### src/rtl/stopwatch_key_ctrl.sv
// Stopwatch key front-end: per-key sync/debounce/press detect feeding a RUN/PAUSE/IDLE FSM.
// Optional: define KEY_CLR_IN_RUN_EN to let the clear key stop and zero the watch from RUN.

module stopwatch_key_debounce #(
    parameter logic [19:0] CNT_20MS = 20'd999_999
) (
    input  logic sys_clk,
    input  logic sys_rst_n,
    input  logic key_n,
    output logic press
);
    logic [1:0]  sync;
    logic        key_sync;
    logic [19:0] cnt;

    assign key_sync = sync[1];

    always_ff @(posedge sys_clk or negedge sys_rst_n) begin
        if (!sys_rst_n) sync <= 2'b11;
        else            sync <= {sync[0], key_n};
    end

    // Count saturates at CNT_20MS so a held key never re-fires.
    always_ff @(posedge sys_clk or negedge sys_rst_n) begin
        if (!sys_rst_n)          cnt <= '0;
        else if (key_sync)       cnt <= '0;
        else if (cnt < CNT_20MS) cnt <= cnt + 20'd1;
    end

    always_ff @(posedge sys_clk or negedge sys_rst_n) begin
        if (!sys_rst_n) press <= 1'b0;
        else            press <= (cnt == CNT_20MS - 20'd1) && !key_sync;
    end
endmodule

module stopwatch_key_ctrl #(
    parameter logic [19:0] CNT_20MS = 20'd999_999
) (
    input  logic       sys_clk,
    input  logic       sys_rst_n,
    input  logic       key_start_n,
    input  logic       key_clear_n,
    output logic       start_signal,
    output logic       clear_signal,
    output logic [1:0] state
);
    localparam int NUM_KEYS = 2;

    typedef enum logic [1:0] {
        IDLE    = 2'b00,
        RUN     = 2'b01,
        PAUSE   = 2'b10,
        ILLEGAL = 2'b11
    } state_t;

    logic [NUM_KEYS-1:0] key_n;
    logic [NUM_KEYS-1:0] press;
    logic                sp;
    logic                cp;
    state_t              state_q;
    state_t              state_nxt;
    logic                clr_nxt;

    assign key_n = {key_clear_n, key_start_n};
    assign sp    = press[0];
    assign cp    = press[1];

    generate
        for (genvar k = 0; k < NUM_KEYS; k++) begin : g_key
            stopwatch_key_debounce #(.CNT_20MS(CNT_20MS)) u_db (
                .sys_clk   (sys_clk),
                .sys_rst_n (sys_rst_n),
                .key_n     (key_n[k]),
                .press     (press[k])
            );
        end
    endgenerate

    // Clear has priority over start except in RUN (unless clear-in-run is enabled).
    always_comb begin
        state_nxt = state_q;
        clr_nxt   = 1'b0;
        case (state_q)
            IDLE: begin
                if (cp)      clr_nxt   = 1'b1;
                else if (sp) state_nxt = RUN;
            end
            RUN: begin
`ifdef KEY_CLR_IN_RUN_EN
                if (cp) begin
                    state_nxt = IDLE;
                    clr_nxt   = 1'b1;
                end else if (sp) begin
                    state_nxt = PAUSE;
                end
`else
                if (sp) state_nxt = PAUSE;
`endif
            end
            PAUSE: begin
                if (cp) begin
                    state_nxt = IDLE;
                    clr_nxt   = 1'b1;
                end else if (sp) begin
                    state_nxt = RUN;
                end
            end
            default: state_nxt = IDLE;
        endcase
    end

    always_ff @(posedge sys_clk or negedge sys_rst_n) begin
        if (!sys_rst_n) begin
            state_q      <= IDLE;
            start_signal <= 1'b0;
            clear_signal <= 1'b0;
        end else begin
            state_q      <= state_nxt;
            start_signal <= (state_nxt == RUN);
            clear_signal <= clr_nxt;
        end
    end

    assign state = state_q;
endmodule

### config.mk
export PLATFORM = sky130hd
export DESIGN_NAME = stopwatch_key_ctrl
export DESIGN_NICKNAME = d
export VERILOG_FILES = /design/src/rtl/stopwatch_key_ctrl.sv
export SDC_FILE = /design/constraint.sdc
export NUM_CORES = 1
export LEC_CHECK = 0
export BUFFER_PORTS_ARGS = -buffer_cell sky130_fd_sc_hd__clkbuf_2
export CAP_MARGIN = 20
export CORE_UTILIZATION = 40
export DETAILED_ROUTE_END_ITERATION = 6
export PLACE_DENSITY_LB_ADDON = 0.08
export SLEW_MARGIN = 20
export SYNTH_ARGS = -nofsm -noshare
export SYNTH_HDL_FRONTEND = slang
export SYNTH_SLANG_ARGS = --single-unit
### constraint.sdc
create_clock -name sys_clk -period 2.5 [get_ports sys_clk]
set_clock_uncertainty 0.1 [all_clocks]
set_input_delay 0.125 -clock sys_clk [delete_from_list [all_inputs] [get_ports sys_clk]]
set_output_delay 0.125 -clock sys_clk [all_outputs]
set_load 0.01 [all_outputs]
==> flow_metrics.env, run 1 <==
export IMPL_fp_dieH_um=83.3
export IMPL_p_sw_mw=0.294
export IMPL_via_per_inst=5.36
export IMPL_maxCapViolCount=0
export IMPL_drv_slew=0
export IMPL_ys_warn_count=0
export IMPL_arrival_ns=2.31
export IMPL_slew_headroom_pct=54.1
export IMPL_fillCellCount=603
export IMPL_p_per_area_mw_per_mm2=465
export IMPL_setup_violations=0
export IMPL_dieArea_sq_mm=0.00694
export IMPL_p_comb_share_pct=3.4
export IMPL_instances_no_fill=362
export IMPL_drive_above_1_share_pct=14.0
export IMPL_globalRouteOverflowTotal=0
export IMPL_post_cts_buffers=0
export IMPL_dp_cells=351
export IMPL_drtAntennaViolNets=0
export IMPL_drt_iter0_markers=95
export IMPL_grt_usage_pct=16.3
export IMPL_met2_usage_pct=23.0
export IMPL_p_int_mw=1.07
export IMPL_rsz0062_at_grt="false"
export IMPL_gp_congestion=0.754
export IMPL_grt_pass1_wl_um=9110
export IMPL_route_vias_total=1942
export IMPL_die_w_um=83.3
export IMPL_ys_ff_latch=50
export IMPL_peakVddDrop_mv=0.320
export IMPL_clkPwrFrac_pct=34.6
export IMPL_cts_root_buf="clkbuf_8"
export IMPL_cp_max_fo=8
export IMPL_status="completed"
export IMPL_clock_sinks=50
export IMPL_tightest_slew_ns=0.689
export IMPL_initial_core_util_pct=41.6
export IMPL_grtUsageMet1_pct=24.7
export IMPL_htreeDepth=2
export IMPL_hold_violations=0
export IMPL_routed_wl_um=5050
export IMPL_antenna_found_initial=0
export IMPL_use_met3_pct=3.38
export IMPL_fmax_mhz=447
export IMPL_syn_nets=274
export IMPL_drc=0
export IMPL_dpl_hpwl_um=3570
export IMPL_cp_start_kind="flop"
export IMPL_syn_area_sq_mm=0.00264
export IMPL_wl_per_cell_um=13.9
export IMPL_area_delta_synth_final_pct=10.8
export IMPL_final_nets=292
export IMPL_grt_pass1_vias=1867
export IMPL_diodes=0
export IMPL_clkLatencyLatePin_ns=0.29
export IMPL_p_sw_share_pct=21.6
export IMPL_fp_row_count=29
export IMPL_crit_path_end_kind="flop"
export IMPL_gr_max_usage_layer="met1"
export IMPL_worstSetupPathType="flop to flop"
export IMPL_io_pins=8
export IMPL_power_leakage_nw=1.16
export IMPL_cp_required_ns=2.57
export IMPL_pwr_share_seq_pct=62.0
export IMPL_fin_crit_sh_pct=89.6
export IMPL_total_power_mw=1.36
export IMPL_tritoncts="yes"
export IMPL_preCtsSetupSlack_ns=0.271
export IMPL_synth_edf_count=0
export IMPL_syn_inst=266
export IMPL_setup_slack_ns=0.260
export IMPL_path_clk_slew_ns=0.08
export IMPL_yosysUniqueCellTypes=44
export IMPL_ys_seq_area_share_pct=47.5
export IMPL_setup_tns_ns=0
export IMPL_finalCriticalPeriod_ns=2.24
export IMPL_synthFlopType="dfrtp_1"
export IMPL_cts_buffers=5
export IMPL_synthArstFlopShare_pct=100
export IMPL_clockBufferDepth=2
export IMPL_drt_pass1_iter_count=4
export IMPL_synth_area_per_cell_sq_um=9.94
export IMPL_io_buffers=7
export IMPL_core_sq_mm=0.00635
export IMPL_grt_start_max_net_pins=27
export IMPL_mostFrequentLayoutCells="nor2_1, dfrtp_1, xnor2_1"
export IMPL_final_common_cell="nor2_1"
export IMPL_min_path_type="flop to flop"
==> sequential cells by signal, summed over array words and instances, names as in the netlist <==
| register | flops |
|---|---|
| g_key.u_db.sync | 4 |
| g_key.u_db.cnt | 40 |
| start_signal | 1 |
| clear_signal | 1 |
| g_key.u_db.press | 2 |
| state | 2 |
==> logic make-up (layout without fill, tap and decap cells) <==
group / after synthesis / in the layout / share of synthesized area (%)
buffers and inverters: 16 / 35 / 2.37
and+or+nand+nor: 128 / 128 / 26.3
DFF: 50 / 50 / 47.5
muxes: 3 / 3 / 1.23
adders and majority gates: 4 / 4 / 1.89
AOI/OAI and AO/OA: 37 / 37 / 11.5
xor gates and xnor gates: 28 / 28 / 9.28
==> what timing repair did <==
item / in CTS / in global routing
resized for setup: 0 / 0
hold buffers: 3 / 0
hold endpoints to repair: 26 / 0
==> path summary, 6_finish.rpt <==
kind / startpoint / end / slack, ns / cells past startpoint
worst max register to register: g_key[0].u_db.cnt[12]$_DFFE_PN0P_ / g_key[0].u_db.cnt[17]$_DFFE_PN0P_ / 0.26 / 5
max in group asynchronous: sys_rst_n / g_key[0].u_db.sync[1]$_DFF_PN1_ / 1.32 / 3
min in group asynchronous: sys_rst_n / g_key[1].u_db.cnt[11]$_DFFE_PN0P_ / 0.28 / 2
worst max-delay path: g_key[0].u_db.cnt[12]$_DFFE_PN0P_ / g_key[0].u_db.cnt[17]$_DFFE_PN0P_ / 0.26 / 5
worst min-delay path: g_key[0].u_db.sync[0]$_DFF_PN1_ / g_key[0].u_db.sync[1]$_DFF_PN1_ / 0.26 / 0
worst min register to register: g_key[0].u_db.sync[0]$_DFF_PN1_ / g_key[0].u_db.sync[1]$_DFF_PN1_ / 0.26 / 0
==> routing by layer <==
metal  vias up  wire length, um
li1        993                -
met1       929             2840
met2        18             2060
met3         2              111
met4         0               36
met5         -                0
==> metrics by stage <==
| stage | utilization, % | area [sq um] | hold slack, ns |
|---|---|---|---|
| 6_report | 46.1 | 2930 | 0.258 |
| 5_1_grt | 46.1 | 2930 | 0.263 |
| 4_1_cts | 46.1 | 2930 | 0.262 |
| 3_5_place_dp | 44.3 | 2810 | 0.0859 |
| 3_3_place_gp | 44.3 | 2810 | 0.0821 |
| 2_1_floorplan | - | 2640 | -0.271 |
==> power by group through the flow <==
| stage | combinational [mW] | sequential, mW | clock [mW] |
|---|---|---|---|
| finish | 0.0461 | 0.844 | 0.471 |
| global route | 0.0545 | 0.849 | 0.539 |
| CTS | 0.0485 | 0.845 | 0.508 |
| detailed placement | 0.0443 | 0.861 | 0 |
| global placement | 0.0436 | 0.860 | 0 |
| floorplan | 0.0267 | 0.848 | 0 |
==> cell type report <==
| cell class | count | area [sq um] | share of cell area, % |
|---|---|---|---|
| Multi-Input combinational cell | 200 | 1330 | 45.2 |
| Tap cell | 77 | 96.3 | 3.29 |
| Clock buffer | 8 | 90.1 | 3.07 |
| Sequential cell | 50 | 1260 | 42.9 |
| Inverter | 8 | 30.0 | 1.02 |
| Timing Repair Buffer | 19 | 133 | 4.53 |
==> synthesized netlist by cell type (all sizes together), types with 2 or more instances <==
| cell type | n | area (sq um) |
|---|---|---|
| nand4 | 10 | 62.6 |
| nand2 | 15 | 56.3 |
| a31oi | 2 | 12.5 |
| nor3 | 6 | 51.3 |
| ha | 4 | 50.1 |
| or3 | 3 | 18.8 |
| or4 | 2 | 15.0 |
| and3 | 3 | 18.8 |
| a31o | 4 | 35.0 |
| a211oi | 12 | 95.1 |
| nor4 | 9 | 71.3 |
| and4 | 5 | 43.8 |
| a311oi | 2 | 30.0 |
| and2 | 2 | 12.5 |
| o31ai | 2 | 15.0 |
| dfrtp | 46 | 1150 |
| a21oi | 7 | 38.8 |
| nor2 | 48 | 180 |
| buf | 2 | 10.0 |
| dfstp | 4 | 105 |
| nor2b | 3 | 18.8 |
| clkbuf | 6 | 22.5 |
| a2111oi | 4 | 53.8 |
| xnor2 | 28 | 245 |
| nand3 | 11 | 55.1 |
| o21ai | 3 | 15.0 |
| mux2 | 2 | 22.5 |
| nor4b | 3 | 32.5 |
| inv | 8 | 30.0 |
| nand2b | 5 | 31.3 |
==> critical path, cell delays in order, from the launching register on <==
cell and delay, ns:
dfrtp_1 0.44, nor4_1 0.38, a311oi_2 0.29, a2111oi_4 0.42
nand4_1 0.17, mux2_1 0.33
Note: power is estimated with default switching activity, not from simulation.
==> inputs of run 2 (changes only) <==
CTS_BUF_LIST = sky130_fd_sc_hd__clkbuf_8   (was default)
==> run 2 against run 1 <==
Net effect:
- first-iteration DRC count is the same
- sequential power is essentially flat
- clock-buffer cell count shrank 2
- register-to-register slack is essentially flat
- final cell count is the same
- combinational power is essentially flat
- routed wire length is essentially flat
- clock power shrank 1%
- largest cell class unchanged
- highest routed layer unchanged
==> flow_metrics.env, run 2 (synthesis results as in run 1) <==
export IMPL_critPathTopFamily="compound AO/OA/AOI/OAI gates"
export IMPL_drt_iter0_markers=95
export IMPL_crit_path_end_kind="flop"
export IMPL_io_pins=8
export IMPL_via_per_inst=5.33
export IMPL_fillCellCount=603
export IMPL_dieArea_sq_mm=0.00694
export IMPL_route_vias_total=1930
export IMPL_slowest_delay_ns=0.44
export IMPL_core_sq_mm=0.00635
export IMPL_fin_crit_sh_pct=89.6
export IMPL_postLayoutCellArea_sq_mm=0.00293
export IMPL_drive_above_1_share_pct=14.0
export IMPL_fmax_mhz=447
export IMPL_setup_violations=0
export IMPL_grt_start_max_net_pins=27
export IMPL_drc=0
export IMPL_clkLatencyLatePin_ns=0.29
export IMPL_largest_reg_flops=40
export IMPL_tritoncts="yes"
export IMPL_diodes=0
export IMPL_path_depth=5
export IMPL_tightest_slew_ns=0.688
export IMPL_power_leakage_nw=1.17
export IMPL_fp_dieH_um=83.3
export IMPL_crit_chain="nor4_1, a311oi_2, a2111oi_4, nand4_1, mux2_1"
export IMPL_hold_violations=0
export IMPL_clock_sinks=50
export IMPL_grt_pass1_wl_um=9110
export IMPL_antenna_found_initial=0
export IMPL_drtAntennaViolNets=0
export IMPL_post_cts_resized=0
export IMPL_rsz0062_at_grt="false"
export IMPL_finalCriticalPeriod_ns=2.24
export IMPL_clockBufferDepth=2
export IMPL_grt_pass1_vias=1867
export IMPL_wl_per_cell_um=13.9
export IMPL_setup_tns_ns=0
export IMPL_ff2ff_path_depth=5
export IMPL_post_cts_buffers=0
export IMPL_postLayoutCoreUtil_pct=46.1
export IMPL_worstSetupPathType="flop to flop"
export IMPL_critPathLaunch="g_key[0].u_db.cnt[12]$_DFFE_PN0P_"
export IMPL_dpl_hpwl_um=3570
export IMPL_grt_usage_pct=16.3
export IMPL_final_nets=292
export IMPL_crit_end="g_key[0].u_db.cnt[17]$_DFFE_PN0P_"
export IMPL_routed_wl_um=5040
export IMPL_p_per_area_mw_per_mm2=463
export IMPL_reg_top3="g_key.u_db.cnt x40, g_key.u_db.sync x4"
export IMPL_hold_buffers=3
export IMPL_regToRegStartpoint="g_key[0].u_db.cnt[12]$_DFFE_PN0P_"
export IMPL_rr_endpoint="g_key[0].u_db.cnt[17]$_DFFE_PN0P_"
export IMPL_r2r_setup_slack_ns=0.26
export IMPL_io_buffers=7
export IMPL_final_common_cell="nor2_1"
export IMPL_die_w_um=83.3
export IMPL_cp_required_ns=2.57
export IMPL_instances_no_fill=362
export IMPL_fp_row_count=29
export IMPL_dp_cells=351
export IMPL_cp_start_kind="flop"
export IMPL_slew_headroom_pct=54.1
export IMPL_top_register="g_key.u_db.cnt"
export IMPL_post_dp_cell_area_sq_mm=0.00281
export IMPL_htreeDepth=2
export IMPL_critical_path_slowest_cell="dfrtp_1"
export IMPL_area_delta_synth_final_pct=10.8
export IMPL_total_power_mw=1.36
export IMPL_maxCapViolCount=0
export IMPL_status="completed"
export IMPL_min_path_type="flop to flop"
export IMPL_critPathBufInv=0
export IMPL_cts_root_buf="clkbuf_8"
export IMPL_arrival_ns=2.31
export IMPL_drt_pass1_iter_count=4
export IMPL_cp_max_fo=8
export IMPL_mostFrequentLayoutCells="nor2_1, dfrtp_1, xnor2_1"
export IMPL_path_clk_slew_ns=0.08
export IMPL_peakVddDrop_mv=0.321
export IMPL_drv_slew=0
export IMPL_gp_congestion=0.754
export IMPL_cts_buffers=5
export IMPL_globalRouteOverflowTotal=0
export IMPL_initial_core_util_pct=41.6
==> run 2: routing by layer <==
| metal | vias up | track usage [%] | share of wire [%] |
|---|---|---|---|
| met3 | 2 | 3.38 | 2.2 |
| met5 | - | 0 | 0 |
| li1 | 992 | - | - |
| met4 | 0 | 5.49 | 0.71 |
| met2 | 18 | 23.0 | 41 |
| met1 | 918 | 24.7 | 56 |
==> run 2: through the flow <==
stage | hold slack, ns | worst slack (ns)
4_1_cts | 0.262 | 0.254
2_1_floorplan | -0.271 | 0.372
6_report | 0.258 | 0.261
3_3_place_gp | 0.0821 | 0.304
3_5_place_dp | 0.0859 | 0.271
5_1_grt | 0.263 | 0.0446
==> run 2: power by group <==
group	leakage, nW	internal (mW)	switching, mW	total [mW]
logic	0.432	0.0197	0.0264	0.0460
registers	0.680	0.822	0.0224	0.844
clock network	0.0538	0.218	0.247	0.465
==> run 2: cell type report <==
| class | count | area [sq um] | share of cell area, % |
|---|---|---|---|
| Inverter | 8 | 30.0 | 1.02 |
| Sequential cell | 50 | 1260 | 42.9 |
| Multi-Input combinational cell | 200 | 1330 | 45.2 |
| Tap cell | 77 | 96.3 | 3.29 |
| Clock inverter | 2 | 7.51 | 0.256 |
| Clock buffer | 6 | 82.6 | 2.82 |
| Timing Repair Buffer | 19 | 133 | 4.53 |
==> run 2: worst min-delay path by stage <==
stage | from | endpoint | slack (ns) | cells after the start
after global placement | sys_rst_n | g_key[1].u_db.cnt[12]$_DFFE_PN0P_ | 0.08 | 1
final | g_key[0].u_db.sync[0]$_DFF_PN1_ | g_key[0].u_db.sync[1]$_DFF_PN1_ | 0.26 | 0
after detailed placement | sys_rst_n | g_key[1].u_db.cnt[11]$_DFFE_PN0P_ | 0.09 | 1
after floorplan | sys_rst_n | clear_signal$_DFF_PN0_ | -0.27 | 0
after global routing | g_key[1].u_db.sync[0]$_DFF_PN1_ | g_key[1].u_db.sync[1]$_DFF_PN1_ | 0.26 | 0
after CTS | g_key[1].u_db.sync[0]$_DFF_PN1_ | g_key[1].u_db.sync[1]$_DFF_PN1_ | 0.26 | 0
